<file path="src/rtl/lu_update_cell.sv">
// lu_update_cell: consumer end of the negation-cell link in the LU systolic array.
// Holds one matrix element, applies STEPS updates a <= a + (x*z >>> FRAC), then
// emits the final value with a one-cycle a_valid pulse. x/z/valid are forwarded
// downstream with one cycle of latency regardless of state.
// Optional feature: define LU_UPDATE_SAT_EN to saturate the update instead of wrapping.
//
// Handshake: in_valid qualifies x_in/z_in (and load) for exactly the cycle it is
// high; there is no backpressure, so every valid beat is either consumed in that
// cycle or only forwarded. The cycle right after the final update is spent in DONE
// and does not consume input.
module lu_update_cell #(
    parameter int SZ    = 8,
    parameter int FRAC  = 4,
    parameter int STEPS = 2
) (
    input  logic          clk,
    input  logic          rst,
    input  logic          in_valid,
    input  logic          load,
    input  logic [SZ-1:0] x_in,
    input  logic [SZ-1:0] z_in,
    output logic [SZ-1:0] x_out,
    output logic [SZ-1:0] z_out,
    output logic          v_out,
    output logic [SZ-1:0] a_out,
    output logic          a_valid,
    output logic          busy,
    output logic [1:0]    dbgState
);

    localparam int CW = $clog2(STEPS + 1);
    localparam logic [CW-1:0] LAST = CW'(STEPS - 1);

    typedef enum logic [1:0] {
        IDLE = 2'b00,
        ACC  = 2'b01,
        DONE = 2'b10
    } state_t;

    state_t        stateQ, stateD;
    logic [SZ-1:0] aQ, aD;
    logic [CW-1:0] cntQ, cntD;

    logic signed [2*SZ-1:0] prod;
    logic [SZ:0]            sum;
    logic [SZ-1:0]          upd;

    assign prod = $signed(x_in) * $signed(z_in);

`ifdef LU_UPDATE_SAT_EN
    localparam logic [SZ-1:0] MAXV = {1'b0, {(SZ-1){1'b1}}};
    localparam logic [SZ-1:0] MINV = {1'b1, {(SZ-1){1'b0}}};

    logic signed [2*SZ-1:0] term;
    logic [SZ-1:0]          termSat;

    assign term = prod >>> FRAC;

    // Clamp the shifted product to SZ bits, then add and clamp the sum
    always_comb begin
        termSat = term[SZ-1:0];
        if (!(term[2*SZ-1:SZ-1] == '0 || term[2*SZ-1:SZ-1] == '1)) begin
            termSat = term[2*SZ-1] ? MINV : MAXV;
        end
        sum = {aQ[SZ-1], aQ} + {termSat[SZ-1], termSat};
        upd = sum[SZ-1:0];
        if (sum[SZ] != sum[SZ-1]) begin
            upd = sum[SZ] ? MINV : MAXV;
        end
    end
`else
    // Wrapping add: only the low SZ+1 bits of the shifted product matter
    always_comb begin
        sum = {aQ[SZ-1], aQ} + (SZ+1)'(prod >>> FRAC);
        upd = sum[SZ-1:0];
    end
`endif

    // Next-state, element and step-counter logic
    always_comb begin
        stateD = stateQ;
        aD     = aQ;
        cntD   = cntQ;
        case (stateQ)
            IDLE: begin
                if (in_valid && load) begin
                    aD     = x_in;
                    cntD   = '0;
                    stateD = ACC;
                end
            end
            ACC: begin
                if (in_valid) begin
                    if (load) begin
                        // A new load restarts the element; it wins over an update
                        aD   = x_in;
                        cntD = '0;
                    end else begin
                        aD   = upd;
                        cntD = cntQ + CW'(1);
                        if (cntQ == LAST) begin
                            stateD = DONE;
                        end
                    end
                end
            end
            DONE: begin
                stateD = IDLE;
            end
            default: begin
                stateD = IDLE;
            end
        endcase
    end

    // State, element and counter registers
    always_ff @(posedge clk) begin
        if (rst) begin
            stateQ <= IDLE;
            aQ     <= '0;
            cntQ   <= '0;
        end else begin
            stateQ <= stateD;
            aQ     <= aD;
            cntQ   <= cntD;
        end
    end

    // Pass-through pipeline to the next cell
    always_ff @(posedge clk) begin
        if (rst) begin
            x_out <= '0;
            z_out <= '0;
            v_out <= 1'b0;
        end else begin
            x_out <= x_in;
            z_out <= z_in;
            v_out <= in_valid;
        end
    end

    // Result register: captured and flagged during the single DONE cycle
    always_ff @(posedge clk) begin
        if (rst) begin
            a_out   <= '0;
            a_valid <= 1'b0;
        end else begin
            a_valid <= (stateQ == DONE);
            if (stateQ == DONE) begin
                a_out <= aQ;
            end
        end
    end

    assign busy     = (stateQ == ACC);
    assign dbgState = stateQ;

endmodule

</file>
<file path="config.mk">
export PLATFORM = sky130hd
export DESIGN_NAME = lu_update_cell
export DESIGN_NICKNAME = d
export VERILOG_FILES = /design/src/rtl/lu_update_cell.sv
export SDC_FILE = /design/constraint.sdc
export NUM_CORES = 1
export LEC_CHECK = 0
export CAP_MARGIN = 15
export CORE_UTILIZATION = 55
export CTS_CLUSTER_DIAMETER = 80
export CTS_CLUSTER_SIZE = 10
export DETAILED_ROUTE_END_ITERATION = 16
export PLACE_DENSITY = 0.88
export SLEW_MARGIN = 20
export SYNTH_ARGS = -nofsm -noshare
export SYNTH_HDL_FRONTEND = slang
export SYNTH_SLANG_ARGS = --single-unit
</file>
<file path="constraint.sdc">
create_clock -name clk -period 9.7 [get_ports clk]
set_clock_uncertainty 0.05 [all_clocks]
set_input_delay 0.97 -clock clk [delete_from_list [all_inputs] [get_ports clk]]
set_output_delay 0.97 -clock clk [all_outputs]
set_load 0.02 [all_outputs]
</file>
==> metrics.csv <==
stage;metric;value;unit
logic_synthesis;post-synth-top-count-cell;sky130_fd_sc_hd__inv_1;
global_routing;grt_pass1_vias;2847;
drt;route.detailed.vias_per_inst;5.322;
timing;unrepaired_setup_endpoints_after_global_routing;false;
logic_synthesis;synth_fp_nets;480;
logic_synthesis;synth_top_area_share;22.44;%
global_routing;grt_start_max_net_pins;39;
setup_path;critical_path.max_fanout;10;
run_status;status;finished, final reports clean;
global_routing;gr_util_all_layers;26.13;%
timing;final_max_slew_viol_count;0;
place;gp_congestion;0.8724;
setup_path;data_required_time_at_the_worst_endpoint;9.85;ns
drt;detail_route.wirelength;7362;um
clock_tree;cts.sink_count;38;
finish;layout-drive-gt1-share;2.304;%
power_and_ir_drop;sequentialPowerShare;20.5;%
floorplanning;die-width;80.51;um
timing;setup_violations;0;
setup_path;worstPathArrival;6.36;ns
finish;n_antenna_cell;0;
drt;route.detailed.wl_per_inst;14.46;um
clock_tree;clock_tree.htree_level_count;2;
setup_path;critPathKind;in -> reg;
clock_tree;cts.root.buffer_cell;sky130_fd_sc_hd__clkbuf_8;
job;drv.max_cap_violation_count;0;
timing;setup-tns-final;0;ns
drt;drc;0;
floorplanning;floorplan.io_pins;49;
global_routing;grt-ovfl-total;0;
global_routing;first_pass_grt_wire_length;12830;um
clock_tree;post_cts_buffers;0;
clock_tree;clock_tree_from_tritoncts;yes;
floorplanning;coreArea;5921;sq um
logic_synthesis;post_synthesis_sequential_area_ratio;22.44;%
finish;syn2layout_area_growth;18.09;%
timing;timing.fmax;161.1;MHz
power_and_ir_drop;combPwrFrac;65.8;%
place;detailedPlacementHpwl;5670;um
setup_path;worstSetupEndpointType;register;
timing;fin_crit_sh;64.00;%
logic_synthesis;synth_top_cells_by_count;sky130_fd_sc_hd__inv_1 (67), sky130_fd_sc_hd__nand2_1 (49), sky130_fd_sc_hd__dfxtp_1 (38), sky130_fd_sc_hd__fa_1 (37);
logic_synthesis;ys_dominant_reg_cell;sky130_fd_sc_hd__dfxtp_1;
logic_synthesis;synth.largest_area_cell;sky130_fd_sc_hd__dfxtp_1;
clock_tree;cts_max_path_bufs;2;
drt;via_total_after_detailed_routing;2709;
power_and_ir_drop;peakVddDrop;0.1484;mV
finish;stdcell_area;4003;sq um
power_and_ir_drop;p_per_area;204.7;nW/um^2
drt;antenna_violating_nets_post_route;0;
logic_synthesis;ys_seq_elements;38;
finish;nNetsFinal;522;
timing;final_hold_vios;0;
power_and_ir_drop;cellLeakagePower;0.001822;uW
place;placement.cell_area;3913;sq um
power_and_ir_drop;internal_power;471.4;uW
logic_synthesis;syn-instance-count;391;
finish;filler_cell_count;452;
logic_synthesis;avgSynthCellArea;8.669;sq um
global_routing;initial_antenna_violation_count;0;
logic_synthesis;yosys.cell_types.count;31;
logic_synthesis;synth.area.top_cells;sky130_fd_sc_hd__dfxtp_1 (22%), sky130_fd_sc_hd__fa_1 (22%), sky130_fd_sc_hd__ha_1 (12%), sky130_fd_sc_hd__inv_1 (7.4%), sky130_fd_sc_hd__and2_1 (5.9%);
floorplanning;die-area;6481;sq um
logic_synthesis;yosysWarnings;0;
place;portBuffers;48;
clock_tree;worst_skew_pair.late_latency;0.30;ns
floorplanning;core.rowCount;28;
floorplanning;initial_core_util;57.25;%
logic_synthesis;synth_async_sr_flop_share;0;%
setup_path;worst_setup_path_start_kind;input pin;
logic_synthesis;syn-cell-area;3390;sq um
clock_tree;cts-buffers-inserted;5;
logic_synthesis;synth-edff-count;0;
timing;worst-slew-pin-transition;0.7372;ns
clock_tree;post_cts.resized_instances;0;
power_and_ir_drop;pwr-share-clk;13.7;%
clock_tree;worst_setup_hold_path_clk_slew;0.08;ns
worst_hold_path;hold_path.class;reg -> reg;
power_and_ir_drop;netSwitchingPower;348.0;uW
drt;detailedRoute.firstIterationViolations;100;
timing;finalWorstPathRequiredPeriod;6.208;ns
timing;timing.slew.headroom;50.76;%
drt;firstDrtPassIters;5;
clock_tree;postCtsHoldBufs;0;
floorplanning;die_height;80.51;um
power_and_ir_drop;netSwitchingFraction;42.47;%
-- flip-flops by register name, summed over array words and instances (netlist names) --
| name | flops |
|---|---|
| z_out | 8 |
| a_out | 8 |
| dbgState | 2 |
| v_out | 1 |
| cntQ | 2 |
| a_valid | 1 |
| x_out | 8 |
| aQ | 8 |
-- metrics by stage --
stage | utilization [%] | power (uW) | cells | setup slack (ns) | hold WS, ns
final | 67.60 | 819.5 | 509 | 3.492 | 0.4083
after global placement | 66.08 | 683.0 | 501 | 3.364 | 0.3976
after CTS | 67.60 | 821.1 | 509 | 3.511 | 0.4113
after global routing | 67.60 | 895.7 | 509 | 3.181 | 0.4366
after detailed placement | 66.08 | 705.9 | 501 | 3.253 | 0.3999
after floorplan | - | 602.4 | 391 | 4.072 | 0.3994
-- power groups by stage --
stage | combinational, uW | clock [uW] | sequential (uW)
6_report | 539 | 112 | 168
5_1_grt | 607 | 119 | 170
4_1_cts | 540 | 113 | 168
3_5_place_dp | 534 | 0 | 172
3_3_place_gp | 511 | 0 | 172
2_1_floorplan | 426 | 0 | 176
-- area by class of cell --
cell class | instances | area [sq um] | share of cell area [%]
Tap cell | 75 | 93.84 | 2.344
Clock buffer | 5 | 68.82 | 1.719
Inverter | 67 | 251.5 | 6.283
Timing Repair Buffer | 49 | 488.0 | 12.19
Clock inverter | 3 | 21.27 | 0.5314
Multi-Input combinational cell | 272 | 2318 | 57.92
Sequential cell | 38 | 760.7 | 19.01
-- placed cells by master, fill, tap and decap left out, types with 3 or more instances in the layout --
cell | Yosys | routed
sky130_fd_sc_hd__a21oi_1 | 22 | 22
sky130_fd_sc_hd__a311oi_1 | 4 | 4
sky130_fd_sc_hd__o21ai_0 | 3 | 3
sky130_fd_sc_hd__dfxtp_1 | 38 | 38
sky130_fd_sc_hd__clkdlybuf4s50_1 | 0 | 48
sky130_fd_sc_hd__nor2_1 | 20 | 20
sky130_fd_sc_hd__inv_1 | 67 | 67
sky130_fd_sc_hd__nand2_1 | 49 | 49
sky130_fd_sc_hd__nor3_1 | 3 | 3
sky130_fd_sc_hd__xor2_1 | 3 | 3
sky130_fd_sc_hd__and2_1 | 32 | 32
sky130_fd_sc_hd__ha_1 | 32 | 32
sky130_fd_sc_hd__xnor2_1 | 20 | 20
sky130_fd_sc_hd__clkbuf_8 | 0 | 5
sky130_fd_sc_hd__fa_1 | 37 | 37
sky130_fd_sc_hd__a21o_1 | 4 | 4
sky130_fd_sc_hd__nor2b_1 | 19 | 19
sky130_fd_sc_hd__nand2b_1 | 7 | 7
-- cells by family (layout without fill, tap and decap cells) --
logic type	count (synthesis)	after routing	synth area share, %
AOI/OAI and AO/OA	45	45	8.527
xor gates and xnor gates	24	24	6.608
adders and majority gates	69	69	33.67
buffers and inverters	81	124	9.155
DFF	38	38	22.44
and+or+nand+nor	134	134	19.60
-- path summary, 6_finish.rpt --
path / startpoint / endpoint / slack [ns] / cells after the start
max: x_in[4] / aQ[7] / 3.49 / 22
min: a_out[5] / a_out[5] / 0.41 / 2
max reg2reg: aQ[0] / aQ[6] / 7.42 / 9
min reg2reg: a_out[5] / a_out[5] / 0.41 / 2
-- critical path, stage by stage --
cell                              delay (ns)
sky130_fd_sc_hd__clkdlybuf4s50_1        0.66
sky130_fd_sc_hd__and2_1                 0.31
sky130_fd_sc_hd__fa_1                   0.50
sky130_fd_sc_hd__inv_1                  0.05
sky130_fd_sc_hd__fa_1                   0.47
sky130_fd_sc_hd__inv_1                  0.05
sky130_fd_sc_hd__fa_1                   0.53
sky130_fd_sc_hd__inv_1                  0.06
sky130_fd_sc_hd__fa_1                   0.53
sky130_fd_sc_hd__inv_1                  0.04
sky130_fd_sc_hd__ha_1                   0.31
sky130_fd_sc_hd__nand2_1                0.06
sky130_fd_sc_hd__o21ai_0                0.28
sky130_fd_sc_hd__o21a_1                 0.16
sky130_fd_sc_hd__nor2_1                 0.05
sky130_fd_sc_hd__xnor2_1                0.19
sky130_fd_sc_hd__ha_1                   0.29
sky130_fd_sc_hd__o21a_1                 0.19
sky130_fd_sc_hd__nor2_1                 0.08
sky130_fd_sc_hd__a21oi_1                0.06
sky130_fd_sc_hd__xnor2_1                0.15
sky130_fd_sc_hd__a2111oi_2              0.36
-- layer usage --
layer  track usage [%]  up-vias  routed length (um)
met4             10.36        0                 229
met1             31.71     1309                3091
li1                  -     1286                   -
met2             45.08       89                3639
met3             5.114       25                 401
met5                 0        -                   0
No activity file was read; power rests on OpenSTA's default activity.
